===== config.mk =====
export PLATFORM = sky130hd
export DESIGN_NAME = serial_rx_param
export DESIGN_NICKNAME = d
export VERILOG_FILES = /design/src/rtl/serial_rx_param.sv
export SDC_FILE = /design/constraint.sdc
export NUM_CORES = 1
export LEC_CHECK = 0
export BUFFER_PORTS_ARGS = -buffer_cell sky130_fd_sc_hd__buf_2
export CORE_UTILIZATION = 50
export CTS_CLUSTER_DIAMETER = 100
export DETAILED_ROUTE_END_ITERATION = 8
export PLACE_DENSITY = 0.74
export SKIP_LAST_GASP = 1
export SLEW_MARGIN = 5
export SYNTH_ARGS = -nofsm -noshare
export SYNTH_HDL_FRONTEND = slang
export SYNTH_SLANG_ARGS = --single-unit

===== constraint.sdc =====
create_clock -name clk -period 5.08 [get_ports clk]
set_clock_uncertainty 0.15 [all_clocks]
set_input_delay 0.508 -clock clk [delete_from_list [all_inputs] [get_ports clk]]
set_output_delay 0.508 -clock clk [all_outputs]
set_load 0.01 [all_outputs]

===== src/rtl/serial_rx_param.sv =====
// serial_rx_param: parametrised asynchronous serial receiver.
//
// Deserialises an idle-high, LSB-first frame: one start bit, DATA_W data bits,
// an optional parity bit and one stop bit. The serial pin is synchronised with
// two flops, and every decision uses the synchronised bit. Each completed word
// is presented with a one-cycle strobe and error flags.
//
// Parameters:
//   DATA_W       data bits per frame (1..16)
//   CLKS_PER_BIT clk cycles per bit period (>= 4, even)
//   PARITY_EN    1 = a parity bit follows the data bits
//   PARITY_ODD   1 = odd parity, 0 = even parity (ignored if PARITY_EN = 0)
//
// Ports:
//   clk         system clock
//   Reset       asynchronous active-low reset
//   Enable      receiver runs while Enable = 1 and Disable = 0
//   Disable     overrides Enable and aborts any frame in progress
//   Data_In     serial line, asynchronous to clk, idle high
//   Data_Out    last good word, held until the next good word
//   Data_Valid  one-cycle pulse when Data_Out updates
//   Parity_Err  one-cycle pulse, coincident with Data_Valid, on parity mismatch
//   Frame_Err   one-cycle pulse when the stop bit samples low
//   Busy        high whenever the receiver is not idle

module serial_rx_param #(
  parameter int unsigned DATA_W       = 8,
  parameter int unsigned CLKS_PER_BIT = 16,
  parameter bit          PARITY_EN    = 1'b0,
  parameter bit          PARITY_ODD   = 1'b0
) (
  input  logic              clk,
  input  logic              Reset,
  input  logic              Enable,
  input  logic              Disable,
  input  logic              Data_In,
  output logic [DATA_W-1:0] Data_Out,
  output logic              Data_Valid,
  output logic              Parity_Err,
  output logic              Frame_Err,
  output logic              Busy
);

  localparam int unsigned BaudW = $clog2(CLKS_PER_BIT);
  localparam int unsigned BitW  = $clog2(DATA_W + 1);

  // Mid-bit point used to qualify the start bit; every later sample is a full
  // bit period after the previous one, so it also lands mid-bit.
  localparam logic [BaudW-1:0] BaudMid = BaudW'(CLKS_PER_BIT / 2 - 1);
  localparam logic [BaudW-1:0] BaudEnd = BaudW'(CLKS_PER_BIT - 1);
  localparam logic [BitW-1:0]  LastBit = BitW'(DATA_W - 1);

  typedef enum logic [2:0] {
    StIdle,
    StStart,
    StData,
    StParity,
    StStop,
    StBreak
  } state_e;

  state_e              state_q;
  logic                sync1_q;
  logic                sync2_q;
  logic                rx_s;
  logic                active;
  logic [BaudW-1:0]    baud_q;
  logic [BitW-1:0]     bit_q;
  logic [DATA_W-1:0]   shift_q;
  logic [DATA_W-1:0]   shift_nxt;
  logic                perr_q;
  logic [DATA_W-1:0]   data_q;
  logic                valid_q;
  logic                perr_out_q;
  logic                ferr_q;

  // Two-flop synchroniser; preset to the idle (high) line level.
  always_ff @(posedge clk or negedge Reset) begin
    if (!Reset) begin
      sync1_q <= 1'b1;
      sync2_q <= 1'b1;
    end else begin
      sync1_q <= Data_In;
      sync2_q <= sync1_q;
    end
  end

  assign rx_s   = sync2_q;
  assign active = Enable & ~Disable;

  // New bit enters at the MSB and the word shifts right, so after DATA_W
  // samples the first-received bit sits in bit 0. Written as a shift of the
  // concatenation so it also holds for DATA_W = 1.
  assign shift_nxt = DATA_W'({rx_s, shift_q} >> 1);

  always_ff @(posedge clk or negedge Reset) begin
    if (!Reset) begin
      state_q    <= StIdle;
      baud_q     <= '0;
      bit_q      <= '0;
      shift_q    <= '0;
      perr_q     <= 1'b0;
      data_q     <= '0;
      valid_q    <= 1'b0;
      perr_out_q <= 1'b0;
      ferr_q     <= 1'b0;
    end else begin
      // Strobes are single-cycle unless re-asserted below.
      valid_q    <= 1'b0;
      perr_out_q <= 1'b0;
      ferr_q     <= 1'b0;

      if (!active) begin
        // Abort: drop the frame, keep Data_Out, issue nothing.
        state_q <= StIdle;
        baud_q  <= '0;
        bit_q   <= '0;
      end else begin
        unique case (state_q)
          StIdle: begin
            baud_q <= '0;
            bit_q  <= '0;
            if (!rx_s) begin
              state_q <= StStart;
            end
          end

          StStart: begin
            if (baud_q == BaudMid) begin
              baud_q <= '0;
              bit_q  <= '0;
              // A line that is high again at mid-bit was only a glitch.
              state_q <= rx_s ? StIdle : StData;
            end else begin
              baud_q <= baud_q + 1'b1;
            end
          end

          StData: begin
            if (baud_q == BaudEnd) begin
              baud_q  <= '0;
              shift_q <= shift_nxt;
              bit_q   <= bit_q + 1'b1;
              if (bit_q == LastBit) begin
                state_q <= PARITY_EN ? StParity : StStop;
              end
            end else begin
              baud_q <= baud_q + 1'b1;
            end
          end

          StParity: begin
            if (baud_q == BaudEnd) begin
              baud_q  <= '0;
              // Even parity: data XOR parity bit must be 0; odd flips that.
              perr_q  <= (^shift_q) ^ rx_s ^ PARITY_ODD;
              state_q <= StStop;
            end else begin
              baud_q <= baud_q + 1'b1;
            end
          end

          StStop: begin
            if (baud_q == BaudEnd) begin
              baud_q <= '0;
              if (rx_s) begin
                data_q     <= shift_q;
                valid_q    <= 1'b1;
                perr_out_q <= PARITY_EN & perr_q;
                state_q    <= StIdle;
              end else begin
                ferr_q  <= 1'b1;
                state_q <= StBreak;
              end
            end else begin
              baud_q <= baud_q + 1'b1;
            end
          end

          StBreak: begin
            // Hold off new starts until the line returns high.
            if (rx_s) begin
              state_q <= StIdle;
            end
          end

          default: begin
            state_q <= StIdle;
          end
        endcase
      end
    end
  end

  assign Data_Out   = data_q;
  assign Data_Valid = valid_q;
  assign Parity_Err = perr_out_q;
  assign Frame_Err  = ferr_q;
  assign Busy       = (state_q != StIdle);

endmodule

After elaboration in Yosys (flattened, before gate mapping)

Index checks and enable logic that the tools add are counted.

Output and inout port bits: 12
Word-level logic and storage cells: 64
Flip-flop bits (word level): 31
Input bits: 5

Add/sub/neg operators: 2
Bitwise logic cells: 2
Eq/ne operators: 17
Reduce and logical (&&, ||, !) cells: 7
Muxes and demuxes: 27

Operators by type and width:

| cell                                                   | count |
|---|---|
| two-way mux 3 bit                                      | 9 |
| two-way mux 4 bit                                      | 6 |
| one-hot mux 4 bit (3 select lines)                     | 2 |
| inequality test 3 bit (second input constant)          | 7 |
| one-hot mux 3 bit (6 select lines)                     | 1 |
| adder 4 x 1 -> 4 bit (second input constant)           | 2 |
| == test 4 x 3 -> 1 bit (second input constant)         | 2 |
| two-way mux 1 bit                                      | 8 |
| AND reduction 7 bit                                    | 1 |
| == test 3 x 2 -> 1 bit (second input constant)         | 2 |
| == test 3 bit (second input constant)                  | 2 |
| AND reduction 3 bit                                    | 2 |
| == test 4 bit (second input constant)                  | 1 |
| inequality test 4 x 1 -> 1 bit (second input constant) | 1 |
| inequality test 4 x 2 -> 1 bit (second input constant) | 1 |
| AND reduction 4 bit                                    | 1 |
| == test 3 x 1 -> 1 bit (second input constant)         | 1 |
| logical NOT 3 bit                                      | 1 |
| nonzero test 3 bit                                     | 1 |
| OR reduction 3 bit                                     | 1 |
| two-way mux 2 bit                                      | 1 |
| AND 1 bit                                              | 1 |
| NOT 1 bit                                              | 1 |

Depth between registers and ports, before layout

Gate-level depths: netlist of the first run.

Depth after elaboration: 5
Depth in mapped cells: 5
Gate-level depth less buffers: 5

Worst setup path after synthesis of the first run

OpenSTA, ideal clock, no wires.

Path type: register to register
Start: register baud_q[0]
End: register shift_q[0]
Path buffers: 1
Setup slack: 3.153 ns
Arrival: 1.652 ns
Clock period less this slack: 1.927 ns
Library setup time: 0.125 ns
Cell stages (with the launch flop): 6
Data required time: 4.805 ns
Path through: dfrtp_1 -> ha_1 -> nand3_1 -> nor4_2 -> buf_4 -> mux2_2

Word-level cells in the longest chain between the ends: 2

Ends and longest elaborated chain:

| what                          | RTL line | RTL |
|---|---|---|
| start: declaration            | 67       | `logic [BaudW-1:0] baud_q;` |
| start signal: assignment      | 135      | `baud_q <= baud_q + 1'b1;` |
| start signal: assignment      | 148      | `baud_q <= baud_q + 1'b1;` |
| start signal: assignment      | 159      | `baud_q <= baud_q + 1'b1;` |
| == test 4 bit                 | 140      | `if (baud_q == BaudEnd) begin` |
| AND reduction 3 bit (no line) | --       |  |
| end signal: assignment        | 142      | `shift_q <= shift_nxt;` |
| end: declaration              | 69       | `logic [DATA_W-1:0] shift_q;` |

Every way passes these cells.
A chain may end at the register's enable or synchronous reset.

Worst setup path after layout of the first run

Start: register baud_q[0]
End: register shift_q[1]

Same word-level chain as after synthesis.

==> Implementation_results.wiki, run 1 <==
{| class="wikitable"
! Metric !! Value
|-
| Placed instance area || 1579 sq um
|-
| Maximum fanout along the worst path || 11
|-
| Width of the die || 56.75 microns
|-
| CTS tree || yes
|-
| Count of standard-cell rows || 19
|-
| Final GP Congestion || 0.8710
|-
| Result of the run || completed
|-
| Endpoint of the worst register-to-register path || shift_q[1]
|-
| Hold buffers post-CTS || 0
|-
| Largest net degree at the start of global routing || 32
|-
| Met3 demand-to-capacity share in global routing || 0.08295
|-
| Antenna-violating nets left || 0
|-
| Leakage || 0.8176 nW
|-
| Number of port buffers || 15
|-
| Crit path largest cell delay || 930 ps
|-
| Top cell family by delay on the critical path || simple AND/OR/NAND/NOR gates
|-
| Total congestion overflow || 0
|-
| FF+latch count, synth || 31
|-
| Number of flops mapped to enable cells by yosys || 0
|-
| Layout cell share with drive strength beyond 1 || 0.3333
|-
| Number of nets in the finished design || 150
|-
| Starting density of the core || 0.5343
|-
| Top area cells in the synthesized netlist || sky130_fd_sc_hd__dfrtp_1 (48%), sky130_fd_sc_hd__mux2_2 (13%), sky130_fd_sc_hd__dfstp_2 (3.5%)
|-
| Num CTS Buffers || 5
|-
| Worst IR drop on VDD || 0.1880 mV
|-
| Layout-stage area growth over the synthesis result || 11.10%
|-
| Crit. End Element || flip-flop
|-
| Total power per unit cell area || 280.0 nW/um^2
|-
| Share of synthesized area occupied by flip-flops and latches || 0.5192
|-
| Design area || 1665 sq um
|-
| Global-route wire length before repair || 4740 microns
|-
| Via count of the first global-routing pass || 1008
|-
| First-pass DRT Iterations || 4
|-
| Startpoint of the worst register-to-register path || baud_q[0]
|-
| Number of top-level design ports || 17
|-
| Antenna fix cells || 0
|-
| Timing-limited maximum frequency || 390.3 MHz
|-
| Depth of the most critical reg-to-reg path || 4
|-
| Clock sinks || 31
|-
| Clock transition at path regs || 100 ps
|-
| Crit path max-delay cell type || sky130_fd_sc_hd__nor4_2
|-
| Cell chosen for the clock root || sky130_fd_sc_hd__clkbuf_4
|-
| Kind of start point of the critical path || flip-flop
|-
| Final setup violation count || 0
|-
| Portion of synthesized cell area occupied by the leading cell type || 0.4841
|-
| Die area || 3221 sq um
|-
| Y dimension of the die || 56.75 microns
|-
| Overall Power || 466.4 uW
|-
| Average wire length per cell after detail routing || 15.91 microns
|-
| Measured slew at the worst slew-check pin || 1039 ps
|-
| RSZ-0062 raised after global routing || false
|-
| Max-cap violations || 0
|-
| H-tree lvl count || 2
|-
| Most congested layer reported by global routing || met2
|-
| Mean cell area of the mapped netlist || 11.80 sq um
|-
| Hold violation count in the final report || 0
|-
| Final critical path time including I/O delays and setup || 2562 ps
|-
| Cell count after synthesis || 127
|-
| Worst min-delay path class || input pin to asynchronous set/reset pin
|-
| Met1 Usage GRT || 0.2698
|-
| Quantity of gates resized following cts || 0
|-
| Post-DP HPWL || 1903 microns
|-
| Count of unresolved DRC violations after routing || 0
|-
| Worst path required time || 5150 ps
|-
| Sum of negative setup slack || 0 ps
|-
| Later-pin clock latency in the skew report || 330 ps
|-
| Final Max Slew Viols || 0
|-
| Setup bufs post-CTS || 0
|-
| Number of DRC markers after the initial detailed-route iteration || 30
|-
| Headroom to the max-slew limit || 0.3017
|-
| Number of buffer and inverter instances along the worst setup path || 0
|-
| Library cells used by synthesis || 45
|-
| Ordered list of cells on the worst path || ha_1, nand3_1, nor4_2, mux2_2
|-
| Worst Path Arrival || 2640 ps
|-
| Final period utilization || 0.5043
|-
| Vias after detailed routing || 1083
|-
| Dominant synthesized flop cell || sky130_fd_sc_hd__dfrtp_1
|-
| Overall routed net length || 2785 microns
|-
| Number of placed instances, taps included || 167
|-
| Async SR Flop Fraction || 1.000
|-
| Total of fill cells in the finished design || 224
|-
| Total number of yosys warnings || 0
|-
| Vias per cell || 6.189
|-
| Critical path start-end classification || flip-flop to flip-flop
|-
| Post-synthesis instance area || 1499 sq um
|-
| Mapped Nets || 134
|-
| GRT Resource Usage Total || 0.1984
|-
| Slack of the worst reg-to-reg path || 2520 ps
|-
| Clock buffer depth || 2
|-
| Top cell type by total area after synthesis || sky130_fd_sc_hd__dfrtp_1
|-
| Count of placed standard cells in the final layout, fillers left out || 175
|-
| Grt met2 use || 0.2857
|-
| Core area || 2805 sq um
|-
| Number of antenna violations at the first check in global routing || 0
|}
## worst register-to-register path: stages (launching register included)
cell                      delay [ps]
sky130_fd_sc_hd__dfrtp_1         400
sky130_fd_sc_hd__ha_1            280
sky130_fd_sc_hd__nand3_1         290
sky130_fd_sc_hd__nor4_2          930
sky130_fd_sc_hd__mux2_2          420
## per-stage QoR
step                      setup WS, ps  hold WS (ps)    util
final                             2518         42.56  0.5937
after CTS                         2490         61.79  0.5937
after global placement            2562         196.8  0.5629
after detailed placement          2470         196.8  0.5629
after global routing              2304         80.24  0.5937
after floorplan                   3153         62.41       -
## worst max path at each step
stage,slack (ps),to,from,cells past startpoint
5_1_grt,2300,shift_q[1],baud_q[0],4
4_1_cts,2490,shift_q[7],baud_q[0],4
3_5_place_dp,2470,shift_q[1],Disable,4
3_3_place_gp,2560,shift_q[4],Disable,4
6_report,2520,shift_q[1],baud_q[0],4
2_1_floorplan,3150,shift_q[0],baud_q[0],5
## logic make-up after synthesis
family,after synthesis,synth area share
flops,31,0.5192
simple gates,40,0.1745
other cells,1,0.002502
mux,17,0.1277
buf+inv,10,0.03254
xor+xnor,1,0.005844
compound gates,25,0.1210
fa+ha+maj,2,0.01669
## routing by layer
layer,wire length [microns],vias up
li1,-,508
met1,1243,528
met2,1324,40
met3,173,7
met4,44,0
met5,0,-
## power by group
group / internal, mW / switching, mW
sequential: 0.249 / 0.00256
clock: 0.116 / 0.0821
combinational: 0.00543 / 0.0115
## sequential cells by signal, indices dropped and copies added, names as in the netlist
signal and count:
Data_Out 8, Frame_Err 1, state_q 3, baud_q 4, rx_s 1, sync1_q 1
Data_Valid 1, shift_q 8, bit_q 4
## cell usage in the layout (no fill, tap or decap), drive strengths merged, types with 3 or more instances in the layout
| cell | n |
|---|---|
| dfrtp | 29 |
| mux2 | 17 |
| nor3 | 6 |
| o21ai | 3 |
| inv | 4 |
| a21oi | 5 |
| nand2 | 3 |
| nand3 | 8 |
| nor4 | 3 |
| nand3b | 3 |
| nor2b | 3 |
| buf | 15 |
| clkbuf | 6 |
## synthesized netlist by cell type (all sizes together) (2+ instances only)
| library cell | number |
|---|---|
| mux2 | 17 |
| dfstp | 2 |
| o21ai | 3 |
| buf | 5 |
| nor4 | 3 |
| ha | 2 |
| dfrtp | 29 |
| or3b | 2 |
| nor3 | 6 |
| a21oi | 5 |
| and3 | 2 |
| nor2 | 2 |
| or4 | 2 |
| nor2b | 3 |
| nand3 | 8 |
| nand3b | 3 |
| a22o | 2 |
| inv | 4 |
| nand2b | 2 |
| nand2 | 3 |
| a22oi | 2 |
## final cells by class
class	instances	area [sq um]	share of cell area
clock inverter	2	35.03	0.02104
sequential	31	778.2	0.4673
timing repair buffer	15	75.07	0.04508
inverter	4	15.01	0.009016
multi-input combinational	86	671.9	0.4035
tap	31	38.79	0.02329
clock buffer	6	51.30	0.03080
Note: power is estimated with default switching activity, not from simulation.
==> run 2, diff against run 1 <==
==> constraint.sdc (replaced) <==
create_clock -name clk -period 2.5 [get_ports clk]
set_clock_uncertainty 0.15 [all_clocks]
set_input_delay 0.25 -clock clk [delete_from_list [all_inputs] [get_ports clk]]
set_output_delay 0.25 -clock clk [all_outputs]
set_load 0.01 [all_outputs]
==> run 2 against run 1 <==
Net effect:
- sequential cell count stayed put
- core utilization increased by 0.76 points
- clock-buffer cell count grew 1
- largest cell class unchanged
- register-to-register slack worse by 2100 ps
- critical path depth down 1
- critical endpoint is now Data_Out[4]
- final cell count rose by 2.3%
- clock power rose by 74%
- global-route usage up 1.2 points
==> Implementation_results.wiki, run 2 (same netlist as run 1, synthesis figures left out) <==
{| class="wikitable"
! Metric !! Value
|-
| Vias per cell || 6.101
|-
| Quantity of gates resized following cts || 0
|-
| Maximum fanout along the worst path || 14
|-
| Clock buffer depth || 2
|-
| Number of DRC markers after the initial detailed-route iteration || 36
|-
| Total power per unit cell area || 529.3 nW/um^2
|-
| Count of standard-cell rows || 19
|-
| Setup bufs post-CTS || 0
|-
| Final GP Congestion || 0.9472
|-
| Overall Power || 892.7 uW
|-
| Total congestion overflow || 0
|-
| Antenna fix cells || 0
|-
| Number of port buffers || 15
|-
| Final design utilization || 0.6012
|-
| Number of placed instances, taps included || 169
|-
| H-tree lvl count || 2
|-
| Total internal power || 683.2 uW
|-
| Starting density of the core || 0.5343
|-
| Final Hold Slack || 119.0 ps
|-
| Antenna-violating nets left || 0
|-
| Via count of the first global-routing pass || 1100
|-
| Vias after detailed routing || 1092
|-
| Min-delay src || Disable
|-
| First-pass DRT Iterations || 4
|-
| Timing-limited maximum frequency || 472.0 MHz
|-
| Measured slew at the worst slew-check pin || 663.1 ps
|-
| Crit. End Element || flip-flop
|-
| Num CTS Buffers || 5
|-
| Y dimension of the die || 56.75 microns
|-
| Depth of the most critical reg-to-reg path || 3
|-
| Count of unresolved DRC violations after routing || 0
|-
| Layout cell share with drive strength beyond 1 || 0.3378
|-
| Result of the run || completed
|-
| Worst path required time || 2580 ps
|-
| GRT Resource Usage Total || 0.2101
|-
| Commonest non-fill, non-tap cell in the layout || sky130_fd_sc_hd__dfrtp_1
|-
| Endpoint of the worst register-to-register path || Data_Out[4]
|-
| Hold buffers post-CTS || 2
|-
| Later-pin clock latency in the skew report || 340 ps
|-
| Largest net degree at the start of global routing || 32
|-
| Slack of the worst reg-to-reg path || 380 ps
|-
| Average wire length per cell after detail routing || 16.23 microns
|-
| Part of the power in the clock network || 0.386
|-
| Number of nets in the finished design || 154
|-
| Design area || 1687 sq um
|-
| Overall routed net length || 2905 microns
|-
| Part of the power in registers || 0.569
|-
| Max-cap violations || 0
|-
| Worst min-delay path class || input pin to flip-flop
|-
| Final critical path time including I/O delays and setup || 2118 ps
|-
| Cell chosen for the clock root || sky130_fd_sc_hd__clkbuf_4
|-
| Placed instance area || 1594 sq um
|-
| Clock sinks || 31
|-
| Die area || 3221 sq um
|-
| P_sw || 209.5 uW
|-
| Global-route wire length before repair || 4988 microns
|-
| Leakage || 0.8260 nW
|-
| Leading cell types in the layout, fill and taps excluded || sky130_fd_sc_hd__dfrtp_1 (29), sky130_fd_sc_hd__mux2_2 (17), sky130_fd_sc_hd__buf_2 (15)
|-
| Worst Hold Depth || 3
|-
| Worst IR drop on VDD || 0.3356 mV
|-
| Sum of negative setup slack || 0 ps
|-
| Pre-CTS setup slack || 394.3 ps
|-
| Clock transition at path regs || 100 ps
|-
| Switching portion of total power || 0.2346
|-
| Total of fill cells in the finished design || 230
|-
| RSZ-0062 raised after global routing || false
|-
| Core area || 2805 sq um
|-
| Layout-stage area growth over the synthesis result || 12.52%
|-
| End point of the most critical hold path || baud_q[3]
|-
| CTS tree || yes
|-
| Final period utilization || 0.8474
|-
| Post-DP HPWL || 1973 microns
|-
| Kind of start point of the critical path || flip-flop
|-
| Hold violation count in the final report || 0
|-
| Width of the die || 56.75 microns
|-
| Area of the multi-input gates || 671.9 sq um
|-
| Portion of total power attributed to combinational logic || 0.045
|-
| Headroom to the max-slew limit || 0.5580
|-
| Worst Path Arrival || 2200 ps
|-
| Count of placed standard cells in the final layout, fillers left out || 179
|-
| Crit path largest cell delay || 590 ps
|-
| Final setup margin || 381.5 ps
|-
| Area occupied by registers || 778.2 sq um
|-
| Final Max Slew Viols || 0
|-
| Final setup violation count || 0
|-
| Number of top-level design ports || 17
|-
| Crit path max-delay cell type || sky130_fd_sc_hd__dfrtp_1
|-
| Number of antenna violations at the first check in global routing || 0
|-
| Critical path start-end classification || flip-flop to flip-flop
|-
| Startpoint of the worst register-to-register path || state_q[2]
|-
| Ordered list of cells on the worst path || or3b_4, nor3_4, mux2_2
|}
run 2: power by group through the flow:
stage	combinational [mW]	sequential [mW]	clock, mW
floorplan	0.0208	0.518	0
global placement	0.0370	0.517	0
detailed placement	0.0384	0.518	0
CTS	0.0408	0.508	0.356
global route	0.0456	0.509	0.375
finish	0.0401	0.508	0.345
run 2: worst max-delay path by stage:
stage / depth (start not counted) / endpoint / slack (ps) / startpoint
after CTS: 3 / Data_Out[4] / 380 / state_q[2]
after global placement: 3 / Data_Out[5] / 430 / state_q[2]
final: 3 / Data_Out[4] / 380 / state_q[2]
after floorplan: 5 / shift_q[0] / 570 / baud_q[0]
after detailed placement: 3 / Data_Out[4] / 390 / state_q[2]
after global routing: 5 / shift_q[5] / 240 / baud_q[0]
run 2: routing by layer:
metal	global-route usage	share of wire	vias to the layer above
li1	-	-	509
met1	0.2736	0.43	535
met2	0.3078	0.47	42
met3	0.07143	0.070	6
met4	0.1150	0.025	0
met5	0	0	-
run 2: final cells by class:
cell class	instances	share of cell area
sequential	31	0.4614
clock buffer	7	0.03858
timing repair buffer	19	0.06528
inverter	4	0.008902
tap	31	0.02300
clock inverter	1	0.004451
multi-input combinational	86	0.3984
run 2: worst max-delay path: cells and delay by family, from the launching register on:
kind,cells,cell delay [ps]
mux,1,390
simple gates,2,880
flops,1,590
==> run 3, diff against run 2 <==
==> constraint.sdc (replaced) <==
create_clock -name clk -period 2 [get_ports clk]
set_clock_uncertainty 0.15 [all_clocks]
set_input_delay 0.2 -clock clk [delete_from_list [all_inputs] [get_ports clk]]
set_output_delay 0.2 -clock clk [all_outputs]
set_load 0.01 [all_outputs]
==> run 3 against run 2 <==
Net effect:
- sequential cell count unchanged
- die area stayed put
- global-route usage fell by 0.58 points
- register-to-register slack got worse by 250 ps
- wire length up 2.4%
- largest power group unchanged
==> Implementation_results.wiki, run 3 (same netlist as run 1, synthesis figures left out) <==
{| class="wikitable"
! Metric !! Value
|-
| Final critical path time including I/O delays and setup || 1865 ps
|-
| Number of nets in the finished design || 163
|-
| Overall Power || 1.203 mW
|-
| Global-route wire length before repair || 4919 microns
|-
| Maximum fanout along the worst path || 9
|-
| Total power per unit cell area || 674.8 nW/um^2
|-
| Overall routed net length || 2975 microns
|-
| Vias per cell || 5.957
|-
| Leakage || 0.8843 nW
|-
| Number of DRC markers after the initial detailed-route iteration || 32
|-
| Max-cap violations || 0
|-
| Kind of start point of the critical path || flip-flop
|-
| Worst path required time || 2070 ps
|-
| Result of the run || completed
|-
| Final setup margin || 134.7 ps
|-
| Count of placed standard cells in the final layout, fillers left out || 188
|-
| Endpoint of the worst register-to-register path || Data_Out[6]
|-
| Final period utilization || 0.9326
|-
| Timing-limited maximum frequency || 536.1 MHz
|-
| Final GP Congestion || 0.8532
|-
| Number of top-level design ports || 17
|-
| Antenna-violating nets left || 0
|-
| Headroom to the max-slew limit || 0.5560
|-
| Clock transition at path regs || 100 ps
|-
| Layout cell share with drive strength beyond 1 || 0.3949
|-
| Cell chosen for the clock root || sky130_fd_sc_hd__clkbuf_4
|-
| GRT Resource Usage Total || 0.2042
|-
| Critical path start-end classification || flip-flop to flip-flop
|-
| End point of the most critical hold path || baud_q[1]
|-
| Design area || 1783 sq um
|-
| Via count of the first global-routing pass || 1051
|-
| Y dimension of the die || 56.75 microns
|-
| Worst IR drop on VDD || 0.4392 mV
|-
| Pre-CTS setup slack || 14.70 ps
|-
| Number of port buffers || 15
|-
| Startpoint of the worst register-to-register path || state_q[0]
|-
| Count of standard-cell rows || 19
|-
| Worst min-delay path class || input pin to flip-flop
|-
| Number of antenna violations at the first check in global routing || 0
|-
| CTS tree || yes
|-
| Clock buffer depth || 2
|-
| Total congestion overflow || 0
|-
| Slack of the worst reg-to-reg path || 130 ps
|-
| Average wire length per cell after detail routing || 15.82 microns
|-
| Leading cell types in the layout, fill and taps excluded || sky130_fd_sc_hd__dfrtp_1 (29), sky130_fd_sc_hd__mux2_2 (17), sky130_fd_sc_hd__buf_2 (15)
|-
| Antenna fix cells || 0
|-
| Total of fill cells in the finished design || 222
|-
| Post-DP HPWL || 2058 microns
|-
| Final Max Slew Viols || 0
|-
| Die area || 3221 sq um
|-
| Starting density of the core || 0.5343
|-
| Number of placed instances, taps included || 177
|-
| Count of unresolved DRC violations after routing || 0
|-
| Largest net degree at the start of global routing || 32
|-
| Worst Path Arrival || 1930 ps
|-
| Later-pin clock latency in the skew report || 340 ps
|-
| Commonest non-fill, non-tap cell in the layout || sky130_fd_sc_hd__dfrtp_1
|-
| Min-delay src || Enable
|-
| Vias after detailed routing || 1120
|-
| Num CTS Buffers || 5
|-
| Depth of the most critical reg-to-reg path || 4
|-
| Worst Hold Depth || 3
|-
| Final setup violation count || 0
|-
| H-tree lvl count || 2
|-
| Core area || 2805 sq um
|-
| Measured slew at the worst slew-check pin || 666.0 ps
|-
| Width of the die || 56.75 microns
|-
| First-pass DRT Iterations || 4
|-
| Clock sinks || 31
|-
| Layout-stage area growth over the synthesis result || 18.95%
|-
| Placed instance area || 1654 sq um
|-
| Crit. End Element || flip-flop
|-
| Hold violation count in the final report || 0
|}
[run 3: layout make-up]
| class | instances | area [sq um] | share of cell area |
|---|---|---|---|
| sequential | 31 | 778.2 | 0.4365 |
| inverter | 4 | 15.01 | 0.008421 |
| clock buffer | 6 | 51.30 | 0.02877 |
| clock inverter | 2 | 35.03 | 0.01965 |
| timing repair buffer | 28 | 177.7 | 0.09965 |
| multi-input combinational | 86 | 686.9 | 0.3853 |
| tap | 31 | 38.79 | 0.02175 |
[run 3: worst max-delay path by stage]
| stage | start | endpoint | slack [ps] | cells past startpoint |
|---|---|---|---|---|
| floorplan | baud_q[0] | shift_q[0] | 70 | 5 |
| CTS | baud_q[0] | state_q[0] | 8 | 5 |
| global placement | baud_q[0] | state_q[0] | 40 | 5 |
| finish | state_q[0] | Data_Out[6] | 130 | 4 |
| global route | baud_q[0] | bit_q[0] | -0.3 | 5 |
| detailed placement | baud_q[0] | state_q[0] | 10 | 5 |
[run 3: timing repair]
item,in CTS,in global routing
setup endpoints to repair,0,20
endpoints found under the hold margin,30,0
hold buffers,2,0
gates resized for setup,0,3
buffers inserted,0,1
[run 3: stage by stage]
stage            util  setup TNS (ps)  hold slack (ps)
6_report       0.6356               0            122.5
4_1_cts        0.6276               0            110.9
3_5_place_dp   0.5897               0            129.5
3_3_place_gp   0.5897               0            115.3
5_1_grt        0.6356         -0.2993            137.4
2_1_floorplan       -               0           -245.6
[run 3: critical path, stage by stage, from the launching register on]
cell	delay, ps
sky130_fd_sc_hd__dfrtp_1	450
sky130_fd_sc_hd__or3b_4	440
sky130_fd_sc_hd__nor3_4	160
sky130_fd_sc_hd__buf_4	190
sky130_fd_sc_hd__mux2_2	340
[run 3: power breakdown]
group / total (mW) / internal [mW] / switching, mW
clock: 0.513 / 0.295 / 0.218
sequential: 0.636 / 0.631 / 0.00486
combinational: 0.0536 / 0.0210 / 0.0326
total: 1.20 / 0.948 / 0.256
[run 3: routing by layer]
metal  routed length (microns)  share of wire  vias up  GRT usage
met3                       135          0.045        8    0.06682
met5                         0              0        -          0
met2                      1338           0.45       26     0.2891
met1                      1432           0.48      552     0.2825
li1                          -              -      534          -
met4                        68          0.023        0    0.09756
